[config.mk]
export PLATFORM = sky130hd
export DESIGN_NAME = serial_subtractor
export DESIGN_NICKNAME = d
export VERILOG_FILES = /design/src/rtl/serial_subtractor.sv
export SDC_FILE = /design/constraint.sdc
export NUM_CORES = 1
export LEC_CHECK = 0
export ABC_AREA = 0
export CORE_ASPECT_RATIO = 0.8
export CORE_MARGIN = 4
export CORE_UTILIZATION = 48
export DETAILED_ROUTE_END_ITERATION = 7
export GPL_TIMING_DRIVEN = 0
export HOLD_SLACK_MARGIN = 0.1
export PLACE_DENSITY = 0.78
export SETUP_SLACK_MARGIN = 0.02
export SYNTH_ARGS = -nofsm -noshare
export SYNTH_HDL_FRONTEND = slang
export SYNTH_SLANG_ARGS = --single-unit
[constraint.sdc]
create_clock -name clk -period 1.5 [get_ports clk]
set_clock_uncertainty 0.05 [all_clocks]
set_input_delay 0.3 -clock clk [delete_from_list [all_inputs] [get_ports clk]]
set_output_delay 0.3 -clock clk [all_outputs]
set_load 0.03 [all_outputs]
[src/rtl/serial_subtractor.sv]
// Bit-serial subtractor: diff = a - b - bin, one bit per clock, LSB first,
// with valid/ready handshakes on operands and result.
module serial_subtractor #(
  parameter int WIDTH = 4
) (
  input  logic             clk,
  input  logic             rst,
  input  logic             in_valid,
  output logic             in_ready,
  input  logic [WIDTH-1:0] a,
  input  logic [WIDTH-1:0] b,
  input  logic             bin,
  output logic             out_valid,
  input  logic             out_ready,
  output logic [WIDTH-1:0] diff,
  output logic             bout,
  output logic             ovf
);

  localparam int CW = (WIDTH > 1) ? $clog2(WIDTH) : 1;
  localparam logic [CW-1:0] LAST = CW'(WIDTH - 1);

  typedef enum logic [1:0] {
    IDLE = 2'd0,
    BUSY = 2'd1,
    DONE = 2'd2
  } state_t;

  // 1-bit full-subtractor cell, returns {borrow_out, difference}
  function automatic logic [1:0] sub_cell(input logic ai, input logic bi, input logic br);
    logic d;
    logic bo;
    d  = ai ^ bi ^ br;
    bo = (~ai & bi) | (~(ai ^ bi) & br);
    return {bo, d};
  endfunction

  state_t           state_r;
  state_t           state_n_s;
  logic [WIDTH-1:0] a_sh_r;
  logic [WIDTH-1:0] b_sh_r;
  logic [WIDTH-1:0] diff_sh_r;
  logic [CW-1:0]    cnt_r;
  logic             br_r;
  logic             in_ready_r;
  logic             out_valid_r;
  logic [WIDTH-1:0] diff_r;
  logic             bout_r;
  logic             ovf_r;
  logic [1:0]       cell_s;
  logic             accept_s;
  logic             release_s;

  assign cell_s    = sub_cell(a_sh_r[0], b_sh_r[0], br_r);
  assign accept_s  = (state_r == IDLE) && in_valid && in_ready_r;
  assign release_s = (state_r == DONE) && out_valid_r && out_ready;

  // Next-state logic
  always_comb begin
    state_n_s = state_r;
    case (state_r)
      IDLE: begin
        if (accept_s) state_n_s = BUSY;
        else          state_n_s = IDLE;
      end
      BUSY: begin
        if (cnt_r == LAST) state_n_s = DONE;
        else               state_n_s = BUSY;
      end
      DONE: begin
        if (release_s) state_n_s = IDLE;
        else           state_n_s = DONE;
      end
      default: state_n_s = IDLE;
    endcase
  end

  // State register and handshake outputs; out_valid rises one clock after DONE is entered
  always_ff @(posedge clk) begin
    if (rst) begin
      state_r     <= IDLE;
      in_ready_r  <= 1'b1;
      out_valid_r <= 1'b0;
    end else begin
      state_r     <= state_n_s;
      in_ready_r  <= (state_n_s == IDLE);
      out_valid_r <= (state_r == DONE) && !release_s;
    end
  end

  // Serial datapath: operand shifters, borrow chain and result capture
  always_ff @(posedge clk) begin
    if (rst) begin
      a_sh_r    <= {WIDTH{1'b0}};
      b_sh_r    <= {WIDTH{1'b0}};
      diff_sh_r <= {WIDTH{1'b0}};
      cnt_r     <= {CW{1'b0}};
      br_r      <= 1'b0;
      diff_r    <= {WIDTH{1'b0}};
      bout_r    <= 1'b0;
      ovf_r     <= 1'b0;
    end else begin
      case (state_r)
        IDLE: begin
          if (accept_s) begin
            a_sh_r    <= a;
            b_sh_r    <= b;
            br_r      <= bin;
            cnt_r     <= {CW{1'b0}};
            diff_sh_r <= {WIDTH{1'b0}};
          end
        end
        BUSY: begin
          a_sh_r    <= {1'b0, a_sh_r[WIDTH-1:1]};
          b_sh_r    <= {1'b0, b_sh_r[WIDTH-1:1]};
          diff_sh_r <= {cell_s[0], diff_sh_r[WIDTH-1:1]};
          br_r      <= cell_s[1];
          cnt_r     <= cnt_r + CW'(1);
          // br_r here is the borrow into the MSB; overflow is its mismatch with the final borrow
          if (cnt_r == LAST) begin
            diff_r <= {cell_s[0], diff_sh_r[WIDTH-1:1]};
            bout_r <= cell_s[1];
            ovf_r  <= br_r ^ cell_s[1];
          end
        end
        default: begin
          cnt_r <= cnt_r;
        end
      endcase
    end
  end

  assign in_ready  = in_ready_r;
  assign out_valid = out_valid_r;
  assign diff      = diff_r;
  assign bout      = bout_r;
  assign ovf       = ovf_r;

endmodule

==> flow_summary_export.csv, run 1 <==
group,metric,value,unit
die,die_w,58.8,µm
global_routing,grt_pass1_wl,3640,µm
worst_setup_path,arrival,1.08,ns
synth,ys_ff_latch,24,
layout,fillers,182,
run_status,outcome,"finished clean",
worst_setup_path,worstSetupPathType,"reg2out",
clocking,cts-hold-fix-buffers,0,
clocking,clock-root-buffer,"clkbuf_4",
synth,syn_area,991,µm²
worst_setup_path,critPathSlowestCell,"dlygate4sd2_1",
timing,setup_viol,0,
layout,syn_to_final_growth,27.1,%
worst_setup_path,cp_top_family,"buffers and inverters",
layout,fin_util,0.654,
synth,syn_area_per_cell,8.62,µm²
die,core,1930,µm²
worst_setup_path,path_buf_inv,1,
die,fp-row-count,14,
global_routing,grt_pass1_vias,834,
clocking,cts_sinks,24,
worst_setup_path,required,1.15,ns
power_and_ir_drop,p_leak,0.489,nW
timing,finalCritPeriodShare,0.952,
clocking,max-clock-path-buffers,2,
global_routing,grt_max_degree,14,
synth,synth_nets,130,
synth,ys_seq_area_frac,0.485,
layout,fin_nets,155,
worst_setup_path,crit_path_end_kind,"output pin",
timing,slew_headroom,0.688,
placement,finalWeightedCongestion,0.778,
routing,remaining_drc_errors,0,
worst_setup_path,crit_path_start,"ovf",
routing,routedWlPerCell,13.5,µm
routing,first_pass_iters,4,
die,die-area,2860,µm²
timing,slew_violations,0,
worst_setup_path,crit_end,"ovf",
clocking,insertion_delay,0.31,ns
worst_setup_path,worst_setup_path_start_kind,"register",
clocking,clkTransAtPathRegs,0.13,ns
die,initial_utilization,0.514,
worst_setup_path,crit_fanout,2,
layout,final_cell_mix,"nand2_1, dfxtp_1, a21oi_1",
timing,rsz0062_at_grt,"yes",
clocking,cts_tree,"done",
synth,ys_types,22,
power_and_ir_drop,peakVddDrop,0.587,mV
worst_setup_path,cp.depth,1,
routing,drtAntennaViolNets,0,
worst_setup_path,slowest_delay,0.40,ns
timing,hold_viol,0,
clocking,h-tree-depth,1,
power_and_ir_drop,total_power,1.26,mW
timing,max_freq,700,MHz
global_routing,track_usage,0.162,
synth,synthCells,115,
die,fp.dieH,48.6,µm
min_path,hp-start,"diff[0]",
worst_setup_path,reg2regPathDepth,4,
layout,mostFrequentLayoutCell,"nand2_1",
placement,dp_hpwl,1590,µm
timing,min_period,1.43,ns
worst_setup_path,rrSetupSlack,0.11,ns
layout,final_layout_size_suffix_gt1_frac,0.0863,
worst_setup_path,crit_chain,"dlygate4sd2_1",
routing,drtIter0Drc,14,
routing,vias_per_cell,5.42,
placement,port_buffers,20,
global_routing,grt_overflow,0,
clocking,numCtsBuffers,3,
layout,antennaDiodeCount,0,
min_path,hold_path.class,"reg2reg",
global_routing,grt_antenna_before_repair,0,
worst_setup_path,r2r_end,"ovf",
synth,synth_warnings,0,
routing,route.vias.total,884,
worst_setup_path,timing.rr.start,"cnt_r[0]",
die,io_pins,21,
timing,worstMarginPinSlew,0.468,ns
power_and_ir_drop,powerDensity,998,nW/µm²
job,maxCapViolations,0,
routing,wirelength,2190,µm
==> registers in the layout (all words and copies together) (netlist names) <==
| signal | count |
|---|---|
| a_sh_r | 4 |
| b_sh_r | 4 |
| bout | 1 |
| br_r | 1 |
| cnt_r | 2 |
| diff | 4 |
| diff_sh_r | 3 |
| in_ready | 1 |
| out_valid | 1 |
| ovf | 1 |
| state_r | 2 |
==> how the worst min path moves through the flow <==
| stage | to | cells past startpoint |
|---|---|---|
| after global routing | diff[1] | 2 |
| final | diff[0] | 2 |
| after global placement | ovf | 2 |
| after CTS | diff[1] | 2 |
| after floorplan | a_sh_r[2] | 1 |
| after detailed placement | diff[1] | 2 |
==> worst reg2reg max path, stage by stage, from the launching register on <==
cell and delay (ns):
dfxtp_1 0.38, ha_1 0.37, nand3b_1 0.27, nand2_1 0.13, a21oi_1 0.07
==> logic make-up (layout without fill, tap and decap cells) <==
group | Yosys count | in the layout | share of synthesized area
xor gates and xnor gates | 1 | 1 | 0.00884
buffers and inverters | 10 | 34 | 0.0568
AOI/OAI and AO/OA | 25 | 25 | 0.162
and+or+nand+nor | 52 | 52 | 0.245
muxes | 1 | 1 | 0.0101
DFF | 24 | 24 | 0.485
adders and majority gates | 2 | 2 | 0.0328
==> what timing repair did <==
action                                 CTS  global route
setup endpoints to repair               13             6
endpoints found under the hold margin    0             0
gates resized for setup                  8             5
setup buffers                            0             1
==> cell type report <==
type / count / area, µm² / area share
plain buffers: 7 / 47.5 / 0.0377
clock buffers: 4 / 36.3 / 0.0288
inverters: 2 / 7.51 / 0.00596
multi-input cells: 81 / 457 / 0.362
flip-flops and latches: 24 / 482 / 0.382
well taps: 24 / 30.0 / 0.0238
repair buffers: 21 / 200 / 0.159
==> per-stage QoR <==
step | hold slack [ns] | worst slack [ns] | cells | setup TNS, ns | instance area (µm²)
finish | 0.410 | 0.0724 | 163 | 0 | 1260
global route | 0.424 | 0.00548 | 163 | 0 | 1260
CTS | 0.411 | 0.0455 | 162 | 0 | 1240
detailed placement | 0.396 | -0.196 | 159 | -1.74 | 1220
global placement | 0.392 | -0.125 | 159 | -1.13 | 1220
floorplan | 0.322 | 0.228 | 115 | 0 | 991
==> layer usage <==
metal,up-vias,track usage,part of all wire
li1,451,-,-
met1,414,0.208,0.44
met2,17,0.267,0.49
met3,2,0.0479,0.053
met4,0,0.0340,0.0077
met5,-,0,0
==> cell usage after synthesis <==
| library cell | n | share of area |
|---|---|---|
| a211oi_1 | 1 | 0.0076 |
| a21o_1 | 2 | 0.015 |
| a21oi_1 | 14 | 0.071 |
| a311oi_1 | 7 | 0.062 |
| a31oi_1 | 1 | 0.0063 |
| and2b_1 | 1 | 0.0076 |
| and3b_1 | 1 | 0.0088 |
| buf_2 | 3 | 0.015 |
| buf_6 | 2 | 0.023 |
| clkbuf_1 | 3 | 0.011 |
| dfxtp_1 | 24 | 0.48 |
| fa_1 | 1 | 0.020 |
| ha_1 | 1 | 0.013 |
| inv_1 | 2 | 0.0076 |
| mux2i_1 | 1 | 0.010 |
| nand2_1 | 25 | 0.095 |
| nand2b_1 | 2 | 0.013 |
| nand3_1 | 11 | 0.056 |
| nand3b_1 | 3 | 0.023 |
| nor2_1 | 2 | 0.0076 |
| nor3_1 | 7 | 0.035 |
| xnor2_1 | 1 | 0.0088 |
==> report_power, final <==
group / internal [mW] / switching [mW]
clock network: 0.148 / 0.191
logic: 0.105 / 0.113
registers: 0.674 / 0.0259
total: 0.928 / 0.330
Power figures use the tool's default switching activity.
==> run 2, diff against run 1 <==
Settings changed: CAP_MARGIN from default to 25.
==> results of run 2 <==
No change in the layout: final DEF, timing and power equal those of run 1.
